--- src/rtl/thiele_logic_bridge_pkg.sv ---
// rtl/thiele_logic_bridge_pkg.sv - shared state encodings and defaults for the logic bridge
package thiele_logic_bridge_pkg;

  // Bridge FSM states (3-bit encoding).
  typedef enum logic [2:0] {
    LB_IDLE  = 3'd0,
    LB_ISSUE = 3'd1,
    LB_WAIT  = 3'd2,
    LB_ACK   = 3'd3,
    LB_DRAIN = 3'd4
  } lb_state_e;

  // Default payload returned to the CPU when the engine never answers.
  localparam logic [31:0] LB_TIMEOUT_DATA = 32'hDEAD_0000;

endpackage

--- src/rtl/thiele_logic_bridge_if.sv ---
// rtl/thiele_logic_bridge_if.sv - engine-side request/response handshake bundle
// Ports (via modports):
//   master (bridge): drives eng_req_valid/addr/tag and eng_rsp_ready;
//                    samples eng_req_ready and eng_rsp_valid/tag/data
//   slave  (engine): the mirror image
interface thiele_logic_bridge_if #(
  parameter int TAG_W = 4
) ();

  logic             eng_req_valid;
  logic             eng_req_ready;
  logic [31:0]      eng_req_addr;
  logic [TAG_W-1:0] eng_req_tag;
  logic             eng_rsp_valid;
  logic             eng_rsp_ready;
  logic [TAG_W-1:0] eng_rsp_tag;
  logic [31:0]      eng_rsp_data;

  modport master (
    output eng_req_valid, eng_req_addr, eng_req_tag, eng_rsp_ready,
    input  eng_req_ready, eng_rsp_valid, eng_rsp_tag, eng_rsp_data
  );

  modport slave (
    input  eng_req_valid, eng_req_addr, eng_req_tag, eng_rsp_ready,
    output eng_req_ready, eng_rsp_valid, eng_rsp_tag, eng_rsp_data
  );

endinterface

--- src/rtl/thiele_logic_bridge_sat_counter.sv ---
// rtl/thiele_logic_bridge_sat_counter.sv - 32-bit statistics counter, saturating or wrapping
// Ports:
//   clk, rst_n  clock, synchronous active-low reset (clears count)
//   inc         add one this cycle
//   sat_mode    1: hold at all-ones, 0: wrap to zero
//   count       current value
module lb_sat_counter (
  input  logic        clk,
  input  logic        rst_n,
  input  logic        inc,
  input  logic        sat_mode,
  output logic [31:0] count
);

  logic [31:0] count_q;
  logic [31:0] count_d;

  always_comb begin
    count_d = count_q;
    if (inc && !(sat_mode && (count_q == 32'hFFFF_FFFF))) begin
      count_d = count_q + 32'd1;
    end
  end

  always_ff @(posedge clk) begin
    if (!rst_n) begin
      count_q <= 32'd0;
    end else begin
      count_q <= count_d;
    end
  end

  assign count = count_q;

endmodule

--- src/rtl/thiele_logic_bridge.sv ---
// rtl/thiele_logic_bridge.sv - CPU logic-port to tagged engine transaction bridge with timeout
// Ports:
//   clk, rst_n             clock, synchronous active-low reset
//   logic_req, logic_addr  CPU level-held request and address
//   logic_ack, logic_data  one-cycle response pulse and held response data
//   eng                    engine request/response handshake (master side)
//   txn_count              completed transactions, wraps
//   timeout_count          timed-out transactions, saturates
//   stale_count            dropped engine responses, saturates
//   timeout_flag           sticky timeout indicator
module thiele_logic_bridge
  import thiele_logic_bridge_pkg::*;
#(
  parameter int          TAG_W          = 4,
  parameter int unsigned TIMEOUT_CYCLES = 1024,
  parameter logic [31:0] TIMEOUT_DATA   = LB_TIMEOUT_DATA
) (
  input  logic                   clk,
  input  logic                   rst_n,
  input  logic                   logic_req,
  input  logic [31:0]            logic_addr,
  output logic                   logic_ack,
  output logic [31:0]            logic_data,
  thiele_logic_bridge_if.master  eng,
  output logic [31:0]            txn_count,
  output logic [31:0]            timeout_count,
  output logic [31:0]            stale_count,
  output logic                   timeout_flag
);

  lb_state_e        state_q, state_d;
  logic [TAG_W-1:0] tag_q, tag_d;
  logic [31:0]      addr_q, addr_d;
  logic [31:0]      timer_q, timer_d;
  logic [31:0]      data_q, data_d;
  logic             ack_q, ack_d;
  logic             req_valid_q, req_valid_d;
  logic             rsp_ready_q, rsp_ready_d;
  logic             flag_q, flag_d;
  logic             txn_inc, timeout_inc, stale_inc;
  logic             rsp_fire;

  assign rsp_fire = eng.eng_rsp_valid && rsp_ready_q;

  always_comb begin
    state_d     = state_q;
    tag_d       = tag_q;
    addr_d      = addr_q;
    timer_d     = timer_q;
    data_d      = data_q;
    flag_d      = flag_q;
    txn_inc     = 1'b0;
    timeout_inc = 1'b0;
    stale_inc   = 1'b0;

    case (state_q)
      LB_IDLE: begin
        if (logic_req) begin
          addr_d  = logic_addr;
          state_d = LB_ISSUE;
        end
      end
      LB_ISSUE: begin
        if (eng.eng_req_ready) begin
          timer_d = 32'd0;
          state_d = LB_WAIT;
        end
      end
      LB_WAIT: begin
        // A matching response beats a timeout landing in the same cycle.
        if (rsp_fire && (eng.eng_rsp_tag == tag_q)) begin
          data_d  = eng.eng_rsp_data;
          state_d = LB_ACK;
        end else begin
          if (rsp_fire) begin
            stale_inc = 1'b1;
          end
          if (timer_q == 32'(TIMEOUT_CYCLES - 1)) begin
            data_d      = TIMEOUT_DATA;
            timeout_inc = 1'b1;
            flag_d      = 1'b1;
            state_d     = LB_ACK;
          end else begin
            timer_d = timer_q + 32'd1;
          end
        end
      end
      LB_ACK: begin
        txn_inc = 1'b1;
        tag_d   = tag_q + TAG_W'(1);
        state_d = LB_DRAIN;
      end
      LB_DRAIN: begin
        // Request is still high right after the ack; wait for it to fall.
        if (!logic_req) begin
          state_d = LB_IDLE;
        end
      end
      default: state_d = LB_IDLE;
    endcase

    // Anything accepted while idle or draining belongs to no open transaction.
    if (rsp_fire && (state_q != LB_WAIT)) begin
      stale_inc = 1'b1;
    end

    // Outputs are registered from the next state so they line up with state_q.
    ack_d       = (state_d == LB_ACK);
    req_valid_d = (state_d == LB_ISSUE);
    rsp_ready_d = (state_d == LB_IDLE) || (state_d == LB_WAIT) || (state_d == LB_DRAIN);
  end

  always_ff @(posedge clk) begin
    if (!rst_n) begin
      state_q     <= LB_IDLE;
      tag_q       <= '0;
      addr_q      <= 32'd0;
      timer_q     <= 32'd0;
      data_q      <= 32'd0;
      ack_q       <= 1'b0;
      req_valid_q <= 1'b0;
      rsp_ready_q <= 1'b1;
      flag_q      <= 1'b0;
    end else begin
      state_q     <= state_d;
      tag_q       <= tag_d;
      addr_q      <= addr_d;
      timer_q     <= timer_d;
      data_q      <= data_d;
      ack_q       <= ack_d;
      req_valid_q <= req_valid_d;
      rsp_ready_q <= rsp_ready_d;
      flag_q      <= flag_d;
    end
  end

  assign logic_ack         = ack_q;
  assign logic_data        = data_q;
  assign timeout_flag      = flag_q;
  assign eng.eng_req_valid = req_valid_q;
  assign eng.eng_req_addr  = addr_q;
  assign eng.eng_req_tag   = tag_q;
  assign eng.eng_rsp_ready = rsp_ready_q;

  lb_sat_counter u_txn_cnt (
    .clk      (clk),
    .rst_n    (rst_n),
    .inc      (txn_inc),
    .sat_mode (1'b0),
    .count    (txn_count)
  );

  lb_sat_counter u_timeout_cnt (
    .clk      (clk),
    .rst_n    (rst_n),
    .inc      (timeout_inc),
    .sat_mode (1'b1),
    .count    (timeout_count)
  );

  lb_sat_counter u_stale_cnt (
    .clk      (clk),
    .rst_n    (rst_n),
    .inc      (stale_inc),
    .sat_mode (1'b1),
    .count    (stale_count)
  );

endmodule

--- src/flat_wrapper.sv ---
// flat-port wrapper written by rule: the top's interface ports become plain ports
module thiele_logic_bridge_flat import thiele_logic_bridge_pkg::*;
#(
  parameter int          TAG_W          = 4,
  parameter int unsigned TIMEOUT_CYCLES = 1024,
  parameter logic [31:0] TIMEOUT_DATA   = LB_TIMEOUT_DATA
)
  (clk, rst_n, logic_req, logic_addr, logic_ack, logic_data, txn_count, timeout_count, stale_count, timeout_flag, eng_eng_req_valid, eng_eng_req_addr, eng_eng_req_tag, eng_eng_rsp_ready, eng_eng_req_ready, eng_eng_rsp_valid, eng_eng_rsp_tag, eng_eng_rsp_data);
  thiele_logic_bridge_if #(.TAG_W(TAG_W)) eng_i ();
  input  logic clk;
  input  logic rst_n;
  input  logic logic_req;
  input  logic [31:0] logic_addr;
  output logic logic_ack;
  output logic [31:0] logic_data;
  output logic [31:0] txn_count;
  output logic [31:0] timeout_count;
  output logic [31:0] stale_count;
  output logic timeout_flag;
  output wire logic [$bits(eng_i.eng_req_valid)-1:0] eng_eng_req_valid;
  output wire logic [$bits(eng_i.eng_req_addr)-1:0] eng_eng_req_addr;
  output wire logic [$bits(eng_i.eng_req_tag)-1:0] eng_eng_req_tag;
  output wire logic [$bits(eng_i.eng_rsp_ready)-1:0] eng_eng_rsp_ready;
  input wire logic [$bits(eng_i.eng_req_ready)-1:0] eng_eng_req_ready;
  input wire logic [$bits(eng_i.eng_rsp_valid)-1:0] eng_eng_rsp_valid;
  input wire logic [$bits(eng_i.eng_rsp_tag)-1:0] eng_eng_rsp_tag;
  input wire logic [$bits(eng_i.eng_rsp_data)-1:0] eng_eng_rsp_data;
  assign eng_eng_req_valid = eng_i.eng_req_valid;
  assign eng_eng_req_addr = eng_i.eng_req_addr;
  assign eng_eng_req_tag = eng_i.eng_req_tag;
  assign eng_eng_rsp_ready = eng_i.eng_rsp_ready;
  assign eng_i.eng_req_ready = eng_eng_req_ready;
  assign eng_i.eng_rsp_valid = eng_eng_rsp_valid;
  assign eng_i.eng_rsp_tag = eng_eng_rsp_tag;
  assign eng_i.eng_rsp_data = eng_eng_rsp_data;
  thiele_logic_bridge #(.TAG_W(TAG_W), .TIMEOUT_CYCLES(TIMEOUT_CYCLES), .TIMEOUT_DATA(TIMEOUT_DATA)) u_core (.clk(clk), .rst_n(rst_n), .logic_req(logic_req), .logic_addr(logic_addr), .logic_ack(logic_ack), .logic_data(logic_data), .eng(eng_i), .txn_count(txn_count), .timeout_count(timeout_count), .stale_count(stale_count), .timeout_flag(timeout_flag));
endmodule
--- config.mk ---
export PLATFORM = sky130hd
export DESIGN_NAME = thiele_logic_bridge_flat
export DESIGN_NICKNAME = d
export VERILOG_FILES = /design/src/rtl/thiele_logic_bridge_pkg.sv /design/src/rtl/thiele_logic_bridge_if.sv /design/src/rtl/thiele_logic_bridge_sat_counter.sv /design/src/rtl/thiele_logic_bridge.sv /design/src/flat_wrapper.sv
export SDC_FILE = /design/constraint.sdc
export NUM_CORES = 1
export LEC_CHECK = 0
export ABC_AREA = 1
export BUFFER_PORTS_ARGS = -buffer_cell sky130_fd_sc_hd__clkbuf_2
export CORE_UTILIZATION = 40
export CTS_CLUSTER_SIZE = 10
export DETAILED_ROUTE_END_ITERATION = 8
export GPL_TIMING_DRIVEN = 0
export SLEW_MARGIN = 20
export SYNTH_ARGS = -nofsm -noshare
export SYNTH_HDL_FRONTEND = slang
export SYNTH_SLANG_ARGS = --single-unit
--- constraint.sdc ---
create_clock -name clk -period 2.6 [get_ports clk]
set_input_delay 0.26 -clock clk [delete_from_list [all_inputs] [get_ports clk]]
set_output_delay 0.26 -clock clk [all_outputs]
set_load 0.1 [all_outputs]
-- Yosys cells after proc, flatten, opt, wreduce, memory -nomap -nowiden
Cells that the tools add are included.
- add/sub/neg operators: 5
- eq/ne operators: 16
- multiplexer cells: 20
- bitwise logic cells: 1
- reduce and logical (&&, ||, !) cells: 17
- operators with widths (operator ; count):
    32-bit 2-to-1 mux ; 5
    32-bit by 1-bit adder with 32-bit output, second input constant ; 4
    32-bit equality test, second input constant ; 2
    32-bit case mux with 2 select lines ; 1
    32-bit by 10-bit equality test with 1-bit output, second input constant ; 1
    3-bit 2-to-1 mux ; 5
    3-bit case mux with 5 select lines ; 1
    3-bit by 2-bit equality test with 1-bit output, second input constant ; 4
    1-bit 2-to-1 mux ; 8
    3-bit by 1-bit equality test with 1-bit output, second input constant ; 2
    3-bit equality test, second input constant ; 2
    3-bit logical NOT ; 2
    2-bit != test, second input constant ; 3
    1-bit logical AND ; 5
    4-bit by 1-bit adder with 4-bit output, second input constant ; 1
    4-bit equality test ; 1
    2-bit AND reduction ; 2
    4-bit AND reduction ; 1
    2-bit nonzero test ; 2
    3-bit by 2-bit != test with 1-bit output, second input constant ; 1
    3-bit AND reduction ; 1
    1-bit logical NOT ; 2
    1-bit logical OR ; 2
    1-bit NOT ; 1
- flip-flop bits (word level): 203
- bits of input ports: 73
- output and inout port bits: 168
- logic and storage cells: 71

-- Longest topological paths before layout
Gate-level depths: netlist of run 1.
- word-level depth: 7
- mapped depth: 12
- gate-level depth less buffers: 12

-- Hierarchy
A second synthesis of run 1 with hierarchy kept.
- cell total of the unflattened synthesis: 1791
- area total of the unflattened synthesis: 11244.5 µm²
- by module, submodules not included (module ; times used ; cells an instance ; area each (µm²) ; sequential area each (µm²)):
    lb_sat_counter ; 3 ; 332 ; 2039.5 ; 640.6
    thiele_logic_bridge ; 1 ; 795 ; 5126.2 ; 2142.1

-- Worst setup path before layout of run 1
OpenSTA, ideal clock, no wires.
- kind: reg2reg
- from: reg u_core.u_timeout_cnt.count_q[0], in the netlist u_core.u_timeout_cnt.count[0]
- to: reg u_core.u_timeout_cnt.count_q[2], in the netlist u_core.u_timeout_cnt.count[2]
- setup time: 0.070 ns
- arrival: 2.492 ns
- required time: 2.530 ns
- path slack: 0.037 ns
- stages on the path, launching flop included: 11
- buffers on the path: 1
- period minus slack after synthesis: 2.563 ns
- cells stage by stage: dfxtp_1 > ha_1 > nand2_1 > nor2_4 > nand2_2 > nor2_2 > nand2_1 > nand4_2 > buf_2 > nand2_1 > a21oi_1
- longest elaborated chain between the ends: 3
- elaborated cells on any way between the ends: 4
- those cells by class: add/sub (1); eq/ne (1); reduce/logical (2)
- ends and longest elaborated chain (item ; RTL line ; source):
    start: declaration ; thiele_logic_bridge_sat_counter.sv:15 ; logic [31:0] count_q;
    start signal: assignment ; thiele_logic_bridge_sat_counter.sv:29 ; count_q <= count_d;
    branches (longest 3 deep; another with 32-bit by 1-bit adder with 32-bit output) ; - ;
Parallel ways; which one is timed is not known.
A chain may end at the register's enable or synchronous reset.

-- Worst setup path in the final report of run 1
- from: reg u_core.timer_q[0]
- to: reg u_core.data_q[6], in the netlist u_core.logic_data[6]
- longest elaborated chain between the ends: 3
- ends and longest elaborated chain (item ; RTL line ; source):
    start: declaration ; thiele_logic_bridge.sv:34 ; logic [31:0] timer_q, timer_d;
    start signal: assignment ; thiele_logic_bridge.sv:128 ; timer_q <= timer_d;
    32-bit by 10-bit equality test with 1-bit output ; thiele_logic_bridge.sv:78 ; if (timer_q == 32'(TIMEOUT_CYCLES - 1)) begin
    2-bit nonzero test (no source line) ; - ;
    2-bit AND reduction (no source line) ; - ;
    end signal: assignment ; thiele_logic_bridge.sv:129 ; data_q <= data_d;
    end: declaration ; thiele_logic_bridge.sv:35 ; logic [31:0] data_q, data_d;
No other way between the ends.

==> summary.md, run 1 <==
• **run status** finished with violations
• **violations in the final reports** DRC
• **standby leakage power** 5.35 nW
• **detailed-route vias per instance** 4.94
• **clock buffer count from CTS** 26
• **cell area power density** 544 nW/um^2
• **period utilisation layout** 90.6%
• **Max Freq** 425 MHz
• **Remaining Overflow, GRT** 0
• **length of the first detailed-routing pass in iterations** 8
• **fraction of registers with async set/reset** 0%
• **clock network latency to the later pin of the worst-skew pair** 530 ps
• **combined area of all synthesized cells** 10900 sq um
• **type of the tightest min-delay check** input pin to register
• **antenna viol nets, final** 0
• **initial antenna violation count** 2
• **crit end category** register
• **Final TNS setup** 0 ps
• **setup repair after global routing missed its margin** false
• **clock network fraction of total power** 44.7%
• **number of enable-type register cells in the synthesized netlist** 0
• **layout-stage area growth over the synthesis result** 24.7%
• **first-pass GRT wire length** 56400 um
• **pin slew with the least headroom to its limit** 886 ps
• **count of nets after finishing** 2123
• **wire per inst** 14.6 um
• **fraction of final layout cells sized beyond drive strength 1** 15.9%
• **area leader, netlist** sky130_fd_sc_hd__dfxtp_1
• **number of warnings reported in the yosys synthesis log** 0
• **Syn Nets** 1826
• **R2R depth** 11
• **number of global-route vias before repair** 10873
• **CTS tree** built
• **peak supply drop** 0.493 mV
• **Hold Fails Final Rpt** 0
• **clock sink total** 203
• **normalized max-slew margin** 40.9%
• **Mapped Cells** 1748
• **overall power after layout** 7.43 mW
• **area inside the core boundary** 26900 sq um
• **Setup violations, final** 0
• **minimum clock period** 2350 ps
• **slack of the worst reg-to-reg path** 250 ps
• **total I/O pin count** 241
• **number of max-cap violations** 0
• **proportion of power drawn by combinational gates** 12.1%
• **post-detail-place hpwl** 26800 um
• **portion of synthesized cell area occupied by the leading cell type** 37.1%
• **number of remaining DRC errors** 1
• **cell area reported after detailed placement** 12600 sq um
• **Pins Over Slew Limit** 0
• **most frequently used flop master after synthesis** sky130_fd_sc_hd__dfxtp_1
• **routability congestion estimate** 0.953
• **mean area per synthesized cell** 6.26 sq um
• **Die ar.** 28000 sq um
• **crit path capture** u_core.logic_data[6]$_SDFFE_PN0P_
• **cell count after placement** 2328
• **top-count cell post-synth** sky130_fd_sc_hd__nand2_1
• **Total Routing Usage GR** 24.6%
• **worst reg2reg endpoint** u_core.logic_data[6]$_SDFFE_PN0P_
• **Internal Power** 5.31 mW
• **final std cell area, no fill** 13600 sq um
• **detailed router's first-iteration violation count** 742
• **Worst Hold Margin** 19.4 ps
• **Reg-to-Reg Start** u_core.timer_q[0]$_SDFFE_PN0P_
• **required time of the critical path** 2990 ps
• **Die Height** 167 um
• **vias after detailed routing** 11854
• **fraction of power consumed by sequential logic** 43.2%
• **Switch Pwr** 2.11 mW
• **signal arrival time at the worst endpoint** 2740 ps
• **Finished Layout Cells** 2399
• **Switching Fraction** 28.5%
• **CTS clock-pin slew for the worst setup and hold paths** 50 ps
• **largest cells by area after synthesis** sky130_fd_sc_hd__dfxtp_1, sky130_fd_sc_hd__nand2_1, sky130_fd_sc_hd__nor2_1, sky130_fd_sc_hd__a21oi_1, sky130_fd_sc_hd__inv_1
• **sequential share of the synthesized area** 37.1%
• **flip-flop and latch count after synthesis** 203
• **floorplan row count** 60
• **Crit Path Max Fanout** 10
• **Setup Skew** 13.4 ps
• **Starting Density** 40.7%
• **CTS H-Tree Depth** 1
• **pin count of the biggest net entering global routing** 14
• **chip width** 167 um
• **type of the setup path with the least slack** register to register
• **Clock Root Buffer** sky130_fd_sc_hd__clkbuf_16
• **number of buffers inserted by port buffering** 239
• **number of library cell types mapped by synthesis** 33
• **number of filler instances in the final layout** 2828
• **start point of the critical path** u_core.timer_q[0]$_SDFFE_PN0P_
• **Post-CTS Setup Bufs** 0
• **critical path launch point type** register
• **Total Wirelength** 35000 um
• **Synth top cells by count** sky130_fd_sc_hd__nand2_1, sky130_fd_sc_hd__nor2_1, sky130_fd_sc_hd__dfxtp_1, sky130_fd_sc_hd__a21oi_1, sky130_fd_sc_hd__inv_1
• **Max Buffers Root-to-Sink** 3
[through the flow]
step | setup WS (ps) | utilization [%]
finish | 245 | 50.8
global route | 35.5 | 50.8
CTS | 155 | 50.7
detailed placement | 148 | 46.8
global placement | 185 | 46.8
floorplan | 37.3 | -
[state kept, by name, indices dropped and copies added, names as in the netlist]
register / cells
u_core.timeout_flag: 1
u_core.eng.eng_req_tag: 4
u_core.logic_ack: 1
u_core.eng.eng_rsp_ready: 1
u_core.logic_data: 32
u_core.eng.eng_req_valid: 1
u_core.eng.eng_req_addr: 32
u_core.u_timeout_cnt.count: 32
u_core.state_q: 3
u_core.u_txn_cnt.count: 32
u_core.u_stale_cnt.count: 32
u_core.timer_q: 32
[power by group through the flow]
stage | clock network, mW | registers, mW | logic, mW
final | 3.32 | 3.21 | 0.896
after global placement | 0 | 3.28 | 0.859
after CTS | 3.38 | 3.21 | 0.901
after global routing | 3.49 | 3.22 | 0.951
after detailed placement | 0 | 3.28 | 0.864
after floorplan | 0 | 3.69 | 0.236
[final cells by class]
cell class	instances	area [sq um]	area share, %
plain buffers	56	285	2.09
multi-input cells	1339	6030	44.2
clock buffers	35	734	5.38
flip-flops and latches	203	4060	29.8
inverters	150	563	4.13
repair buffers	269	1500	11.0
clock inverters	4	35.0	0.257
well taps	341	427	3.13
diodes	2	5.00	0.0367
[layout by cell type, fill, tap and decap left out, types with 4 or more instances in the layout]
| cell | netlist | routed |
|---|---|---|
| sky130_fd_sc_hd__nand2_1 | 616 | 616 |
| sky130_fd_sc_hd__nor2_1 | 274 | 274 |
| sky130_fd_sc_hd__clkbuf_2 | 0 | 239 |
| sky130_fd_sc_hd__dfxtp_1 | 203 | 203 |
| sky130_fd_sc_hd__a21oi_1 | 170 | 170 |
| sky130_fd_sc_hd__inv_1 | 142 | 142 |
| sky130_fd_sc_hd__o21ai_0 | 58 | 58 |
| sky130_fd_sc_hd__nand3_1 | 55 | 55 |
| sky130_fd_sc_hd__clkbuf_1 | 34 | 38 |
| sky130_fd_sc_hd__nor3_1 | 32 | 32 |
| sky130_fd_sc_hd__dlygate4sd3_1 | 0 | 30 |
| sky130_fd_sc_hd__xor2_1 | 28 | 28 |
| sky130_fd_sc_hd__clkbuf_16 | 0 | 26 |
| sky130_fd_sc_hd__nand3b_1 | 25 | 25 |
| sky130_fd_sc_hd__nand4_1 | 23 | 23 |
| sky130_fd_sc_hd__xnor2_1 | 21 | 21 |
| sky130_fd_sc_hd__buf_4 | 14 | 14 |
| sky130_fd_sc_hd__nor2_4 | 6 | 6 |
| sky130_fd_sc_hd__inv_2 | 6 | 6 |
| sky130_fd_sc_hd__buf_2 | 6 | 6 |
| sky130_fd_sc_hd__nor2_2 | 5 | 5 |
| sky130_fd_sc_hd__nand3_2 | 5 | 5 |
| sky130_fd_sc_hd__clkbuf_8 | 0 | 5 |
| sky130_fd_sc_hd__ha_1 | 5 | 4 |
[metal layers]
| metal | vias up | global-route usage [%] | share of wire [%] |
|---|---|---|---|
| li1 | 6110 | - | - |
| met1 | 5336 | 32.7 | 45 |
| met2 | 346 | 40.7 | 45 |
| met3 | 62 | 3.97 | 6.4 |
| met4 | 0 | 7.90 | 3.3 |
| met5 | - | 0 | 0 |
[worst min path at each step]
stage / startpoint / end / slack [ps] / cells past startpoint
after detailed placement: u_core.eng.eng_req_addr[18]$_SDFFE_PN0P_ / u_core.eng.eng_req_addr[18]$_SDFFE_PN0P_ / 440 / 2
after CTS: logic_addr[27] / u_core.eng.eng_req_addr[27]$_SDFFE_PN0P_ / 3 / 3
after global placement: u_core.eng.eng_req_addr[7]$_SDFFE_PN0P_ / u_core.eng.eng_req_addr[7]$_SDFFE_PN0P_ / 430 / 2
after floorplan: eng_eng_rsp_data[18] / u_core.logic_data[18]$_SDFFE_PN0P_ / 390 / 2
final: logic_addr[3] / u_core.eng.eng_req_addr[3]$_SDFFE_PN0P_ / 20 / 3
after global routing: logic_addr[23] / u_core.eng.eng_req_addr[23]$_SDFFE_PN0P_ / 30 / 3
[worst max-delay path, cell delays in order (launching register included)]
cell,delay [ps]
sky130_fd_sc_hd__dfxtp_1,440
sky130_fd_sc_hd__ha_2,330
sky130_fd_sc_hd__nand3_2,210
sky130_fd_sc_hd__inv_2,170
sky130_fd_sc_hd__nand2_2,100
sky130_fd_sc_hd__nor2_2,190
sky130_fd_sc_hd__nand2_4,140
sky130_fd_sc_hd__nand2_4,170
sky130_fd_sc_hd__inv_2,130
sky130_fd_sc_hd__buf_4,190
sky130_fd_sc_hd__nand2_1,70
sky130_fd_sc_hd__a21oi_1,60
[timing repair]
| action | 4_1_cts | 5_1_grt |
|---|---|---|
| hold endpoints to repair | 30 | 0 |
| hold buffers | 30 | 0 |
| resized for setup | 0 | 1 |
| endpoints found under the setup margin | 0 | 6 |
[logic make-up after synthesis]
group                      count (synthesis)  share of synthesized area [%]
xor gates and xnor gates                  49                           3.92
and+or+nand+nor                         1055                           40.1
adders and majority gates                  5                          0.572
buffers and inverters                    206                           7.75
DFF                                      203                           37.1
AOI/OAI and AO/OA                        230                           10.6
(Power assumes the default switching activity.)
==> inputs of run 2 (changes only) <==
--- a/config.mk
+++ b/config.mk
@@ -7,10 +7,12 @@
 export LEC_CHECK = 0
 export ABC_AREA = 1
 export BUFFER_PORTS_ARGS = -buffer_cell sky130_fd_sc_hd__clkbuf_2
-export CORE_UTILIZATION = 40
+export CORE_UTILIZATION = 45
 export CTS_CLUSTER_SIZE = 10
 export DETAILED_ROUTE_END_ITERATION = 8
 export GPL_TIMING_DRIVEN = 0
+export PLACE_DENSITY = 0.68
+export SKIP_LAST_GASP = 1
 export SLEW_MARGIN = 20
 export SYNTH_ARGS = -nofsm -noshare
 export SYNTH_HDL_FRONTEND = slang
==> run 2 against run 1 <==
Fmax is 1.5% lower. Clock skew is essentially flat. Wire length is 3.5% lower. Flip-flop and latch count did not move. The run now ends clean. Total power fell by 2.9%. Die area decreased by 11%. Critical path depth unchanged.
==> summary.md, run 2 (synthesis results as in run 1) <==
• **pin count of the biggest net entering global routing** 13
• **routability congestion estimate** 0.951
• **length of the first detailed-routing pass in iterations** 5
• **Finished Layout Cells** 2371
• **cell area power density** 533 nW/um^2
• **standby leakage power** 5.30 nW
• **normalized max-slew margin** 50.6%
• **run status** finished, final reports clean
• **area inside the core boundary** 23700 sq um
• **worst min-delay path startpoint** logic_addr[3]
• **Buf+Inv Stages, Crit Path** 3
• **CTS H-Tree Depth** 1
• **initial antenna violation count** 2
• **clock buffer count from CTS** 25
• **vias after detailed routing** 11832
• **Setup Skew** 13.8 ps
• **leading cell types in the layout, fill and taps excluded** sky130_fd_sc_hd__nand2_1, sky130_fd_sc_hd__nor2_1, sky130_fd_sc_hd__clkbuf_2
• **antenna viol nets, final** 0
• **wire per inst** 14.2 um
• **clock sink total** 203
• **number of remaining DRC errors** 0
• **Setup violations, final** 0
• **Total Routing Usage GR** 26.6%
• **Max Freq** 418 MHz
• **Max Buffers Root-to-Sink** 3
• **cell count after placement** 2306
• **clock network latency to the later pin of the worst-skew pair** 520 ps
• **Die Height** 158 um
• **kind of cell adding the most delay to the critical path** simple AND/OR/NAND/NOR gates
• **minimum clock period** 2390 ps
• **critical path launch point type** register
• **slowest cell on the critical path** sky130_fd_sc_hd__dfxtp_1
• **number of max-cap violations** 0
• **Worst Hold Margin** 18.4 ps
• **detailed router's first-iteration violation count** 734
• **Reg-to-Reg Start** u_core.timer_q[0]$_SDFFE_PN0P_
• **Die ar.** 24900 sq um
• **CTS tree** built
• **Starting Density** 46.2%
• **setup repair after global routing missed its margin** false
• **Hold Fails Final Rpt** 0
• **detailed-route vias per instance** 4.99
• **number of filler instances in the final layout** 2442
• **start point of the critical path** u_core.timer_q[0]$_SDFFE_PN0P_
• **total I/O pin count** 241
• **Remaining Overflow, GRT** 0
• **Post-CTS Setup Bufs** 0
• **Clock Root Buffer** sky130_fd_sc_hd__clkbuf_16
• **first-pass GRT wire length** 53100 um
• **CTS clock-pin slew for the worst setup and hold paths** 50 ps
• **floorplan row count** 56
• **post-detail-place hpwl** 25700 um
• **Pins Over Slew Limit** 0
• **crit end category** register
• **most frequent standard cell in the layout excluding fill and tap cells** sky130_fd_sc_hd__nand2_1
• **Crit Path Max Fanout** 10
• **type of the setup path with the least slack** register to register
• **type of the tightest min-delay check** input pin to register
• **required time of the critical path** 2980 ps
• **number of global-route vias before repair** 10638
• **signal arrival time at the worst endpoint** 2780 ps
• **number of buffers inserted by port buffering** 239
• **count of nets after finishing** 2119
• **layout-stage area growth over the synthesis result** 23.6%
• **pin slew with the least headroom to its limit** 741 ps
• **delay contributed by the slowest stage of the critical path** 450 ps
• **peak supply drop** 0.614 mV
• **fraction of final layout cells sized beyond drive strength 1** 15.8%
• **period utilisation layout** 92.0%
• **cells along the critical path** ha_2, nand3_2, inv_2, nand2_2, nor2_2, nand2_4, nand2_4, inv_2, buf_4, nand2_1, a21oi_1
• **Final TNS setup** 0 ps
• **Total Wirelength** 33800 um
• **chip width** 158 um
## run 2: cell count changes in the layout (fill, tap and decap cells not counted), sizes merged
cell | before | now
clkbuf | 308 | 306
dlygate4sd3 | 30 | 27
clkinv | 5 | 4
## run 2: worst register-to-register path, delay by kind of cell (launching register included)
kind                       cells  cell delay [ps]
buffers and inverters          3              500
AOI/OAI and AO/OA              1               60
and+or+nand+nor                6              910
adders and majority gates      1              340
DFF                            1              450
## run 2: path summary, 6_finish.rpt
kind         slack, ps  cells past startpoint                                 endpoint
max                210                     11       u_core.logic_data[14]$_SDFFE_PN0P_
min                 20                      3  u_core.eng.eng_req_addr[3]$_SDFFE_PN0P_
max reg2reg        210                     11       u_core.logic_data[14]$_SDFFE_PN0P_
min reg2reg        440                      2  u_core.eng.eng_req_addr[3]$_SDFFE_PN0P_
## run 2: cell type report
class	instances	area [sq um]	area share, %
diodes	2	5.00	0.0370
plain buffers	56	285	2.11
clock buffers	33	686	5.07
clock inverters	3	18.8	0.139
inverters	150	563	4.16
multi-input cells	1339	6030	44.6
flip-flops and latches	203	4060	30.1
well taps	319	399	2.95
repair buffers	266	1470	10.8
## run 2: where the power goes
part           leakage (nW)  internal, mW  switching, mW
clock                 0.348          1.81           1.30
sequential             1.64          3.17         0.0373
combinational          3.31         0.186          0.704
total                  5.30          5.17           2.04
## run 2: stage by stage
step,cell area [sq um],utilization [%],setup WS (ps),power (mW)
after detailed placement,12500,52.9,179,4.13
final,13500,57.1,208,7.21
after floorplan,10900,-,37.3,3.92
after global routing,13500,57.1,89.3,7.44
after global placement,12500,52.9,140,4.12
after CTS,13500,57.1,159,7.27
## run 2: per-layer routing
metal / up-vias / GRT usage (%) / share of wire [%]
met5: - / 0 / 0
met1: 5274 / 34.7 / 45
met3: 78 / 4.27 / 6.4
met2: 388 / 43.5 / 45
met4: 0 / 11.1 / 4.0
li1: 6092 / - / -
## run 2: repair_timing
item | CTS | global route
hold buffers | 27 | 0
hold endpoints to repair | 27 | 0
gates resized for setup | 0 | 1
endpoints found under the setup margin | 0 | 2
==> inputs of run 3 (changes only) <==
--- a/config.mk
+++ b/config.mk
@@ -6,12 +6,11 @@
 export NUM_CORES = 1
 export LEC_CHECK = 0
 export ABC_AREA = 1
-export BUFFER_PORTS_ARGS = -buffer_cell sky130_fd_sc_hd__clkbuf_2
 export CORE_UTILIZATION = 45
 export CTS_CLUSTER_SIZE = 10
 export DETAILED_ROUTE_END_ITERATION = 8
+export DONT_BUFFER_PORTS = 1
 export GPL_TIMING_DRIVEN = 0
-export PLACE_DENSITY = 0.68
 export SKIP_LAST_GASP = 1
 export SLEW_MARGIN = 20
 export SYNTH_ARGS = -nofsm -noshare
==> run 3 against run 2 <==
Hold slack better by 170 ps. Final area down 4.9%. Global-route usage increased by 0.23 points. Critical path type unchanged. Critical endpoint is now u_core.logic_data[26]$_SDFFE_PN0P_.
==> summary.md, run 3 (synthesis results as in run 1) <==
• **CTS tree** built
• **pin count of the biggest net entering global routing** 12
• **Post-CTS Setup Bufs** 0
• **number of max-cap violations** 0
• **critical path launch point type** register
• **area inside the core boundary** 23700 sq um
• **crit end category** register
• **first-pass GRT wire length** 53300 um
• **most frequent standard cell in the layout excluding fill and tap cells** sky130_fd_sc_hd__nand2_1
• **CTS H-Tree Depth** 1
• **Die ar.** 24900 sq um
• **Pins Over Slew Limit** 0
• **post-detail-place hpwl** 25300 um
• **Hold Fails Final Rpt** 0
• **slowest cell on the critical path** sky130_fd_sc_hd__dfxtp_2
• **Total Wirelength** 34000 um
• **period utilisation layout** 94.6%
• **clock buffer count from CTS** 25
• **Max Buffers Root-to-Sink** 3
• **antenna viol nets, final** 0
• **Clock Root Buffer** sky130_fd_sc_hd__clkbuf_16
• **delay contributed by the slowest stage of the critical path** 680 ps
• **length of the first detailed-routing pass in iterations** 7
• **floorplan row count** 56
• **number of global-route vias before repair** 10345
• **Starting Density** 46.2%
• **total I/O pin count** 241
• **Die Height** 158 um
• **Max Freq** 407 MHz
• **Setup Skew** 9.88 ps
• **run status** finished, final reports clean
• **chip width** 158 um
• **peak supply drop** 0.577 mV
• **overall power after layout** 7.27 mW
• **setup repair after global routing missed its margin** false
• **leading cell types in the layout, fill and taps excluded** sky130_fd_sc_hd__nand2_1, sky130_fd_sc_hd__nor2_1, sky130_fd_sc_hd__a21oi_1
• **kind of cell adding the most delay to the critical path** simple AND/OR/NAND/NOR gates
• **initial antenna violation count** 0
• **cell area power density** 565 nW/um^2
• **count of nets after finishing** 1919
• **pin slew with the least headroom to its limit** 1140 ps
• **vias after detailed routing** 11110
• **number of filler instances in the final layout** 2470
• **Total Routing Usage GR** 26.8%
• **layout-stage area growth over the synthesis result** 17.5%
• **routability congestion estimate** 0.914
• **cell count after placement** 2067
• **clock network latency to the later pin of the worst-skew pair** 520 ps
• **Remaining Overflow, GRT** 0
• **CTS clock-pin slew for the worst setup and hold paths** 50 ps
• **number of remaining DRC errors** 0
• **final design utilization** 54.3%
• **final std cell area, no fill** 12900 sq um
• **type of the tightest min-delay check** input pin to register
• **required time of the critical path** 2990 ps
• **fraction of final layout cells sized beyond drive strength 1** 8.71%
• **number of buffers inserted by port buffering** 0
• **standby leakage power** 4.44 nW
• **clock sink total** 203
• **detailed-route vias per instance** 5.12
• **normalized max-slew margin** 23.9%
• **type of the setup path with the least slack** register to register
• **wire per inst** 15.7 um
• **signal arrival time at the worst endpoint** 2850 ps
• **Finished Layout Cells** 2168
• **minimum clock period** 2460 ps
• **cells along the critical path** nand2_1, inv_1, nand3_1, clkbuf_1, nor3_1, nor2_1
• **cell area reported after detailed placement** 11300 sq um
• **Crit Path Max Fanout** 10
• **Setup violations, final** 0
• **Buf+Inv Stages, Crit Path** 2
• **detailed router's first-iteration violation count** 668
• **Antenna Diode Count** 0
## run 3: changes by cell type in the layout (fill, tap and decap cells not counted), moves of 10 or more
cell                            change
sky130_fd_sc_hd__clkbuf_2         -239
sky130_fd_sc_hd__dfxtp_2           +66
sky130_fd_sc_hd__dlygate4sd3_1     +39
sky130_fd_sc_hd__dfxtp_1           -76
sky130_fd_sc_hd__dfxtp_4           +10
## run 3: worst register-to-register path, stage by stage, from the launching register on
cell	delay, ps
sky130_fd_sc_hd__dfxtp_2	680
sky130_fd_sc_hd__nand2_1	240
sky130_fd_sc_hd__inv_1	220
sky130_fd_sc_hd__nand3_1	340
sky130_fd_sc_hd__clkbuf_1	410
sky130_fd_sc_hd__nor3_1	380
sky130_fd_sc_hd__nor2_1	70
## run 3: cell type report
class                      instances  area [sq um]  area share (%)
buffer                            56           285            2.22
clock buffer                      34           699            5.44
clock inverter                     1          30.0           0.233
inverter                         150           563            4.38
multi-input combinational       1339          6040            47.0
sequential                       203          4180            32.5
tap                              319           399            3.10
timing repair buffer              66           661            5.14
## run 3: where the power goes
part | total [mW] | internal, mW | switching (mW)
logic | 0.415 | 0.157 | 0.258
clock network | 3.22 | 1.93 | 1.28
registers | 3.64 | 3.17 | 0.471
total | 7.27 | 5.26 | 2.01
## run 3: routing by layer
metal / track usage (%) / vias up / routed length, um
li1: - / 5713 / -
met2: 47.2 / 313 / 16100
met1: 33.0 / 5028 / 14700
met5: 0 / - / 0
met3: 5.23 / 56 / 2320
met4: 8.06 / 0 / 930
## run 3: what timing repair did
action                                  in CTS  in global routing
endpoints found under the setup margin     128                 87
hold endpoints to repair                    66                  0
hold buffers                                66                  0
gates resized for setup                     40                 47
## run 3: stage by stage
step | hold slack [ps] | worst slack, ps | TNS, ps
after floorplan | 387 | 37.3 | 0
after global placement | 394 | -472 | -32530
after detailed placement | 400 | -491 | -35500
after CTS | 164 | -10.9 | -10.9
after global routing | 202 | 0.473 | 0
final | 185 | 142 | 0
## run 3: worst paths after layout
kind                                       start  slack (ps)                            endpoint  cells after the start
max          u_core.eng.eng_rsp_ready$_SDFF_PN1_         140  u_core.logic_data[26]$_SDFFE_PN0P_                      6
min                            eng_eng_rsp_valid         190   u_core.logic_data[0]$_SDFFE_PN0P_                      4
max reg2reg  u_core.eng.eng_rsp_ready$_SDFF_PN1_         140  u_core.logic_data[26]$_SDFFE_PN0P_                      6
min reg2reg         u_core.state_q[2]$_SDFF_PN0_         520        u_core.state_q[2]$_SDFF_PN0_                      2
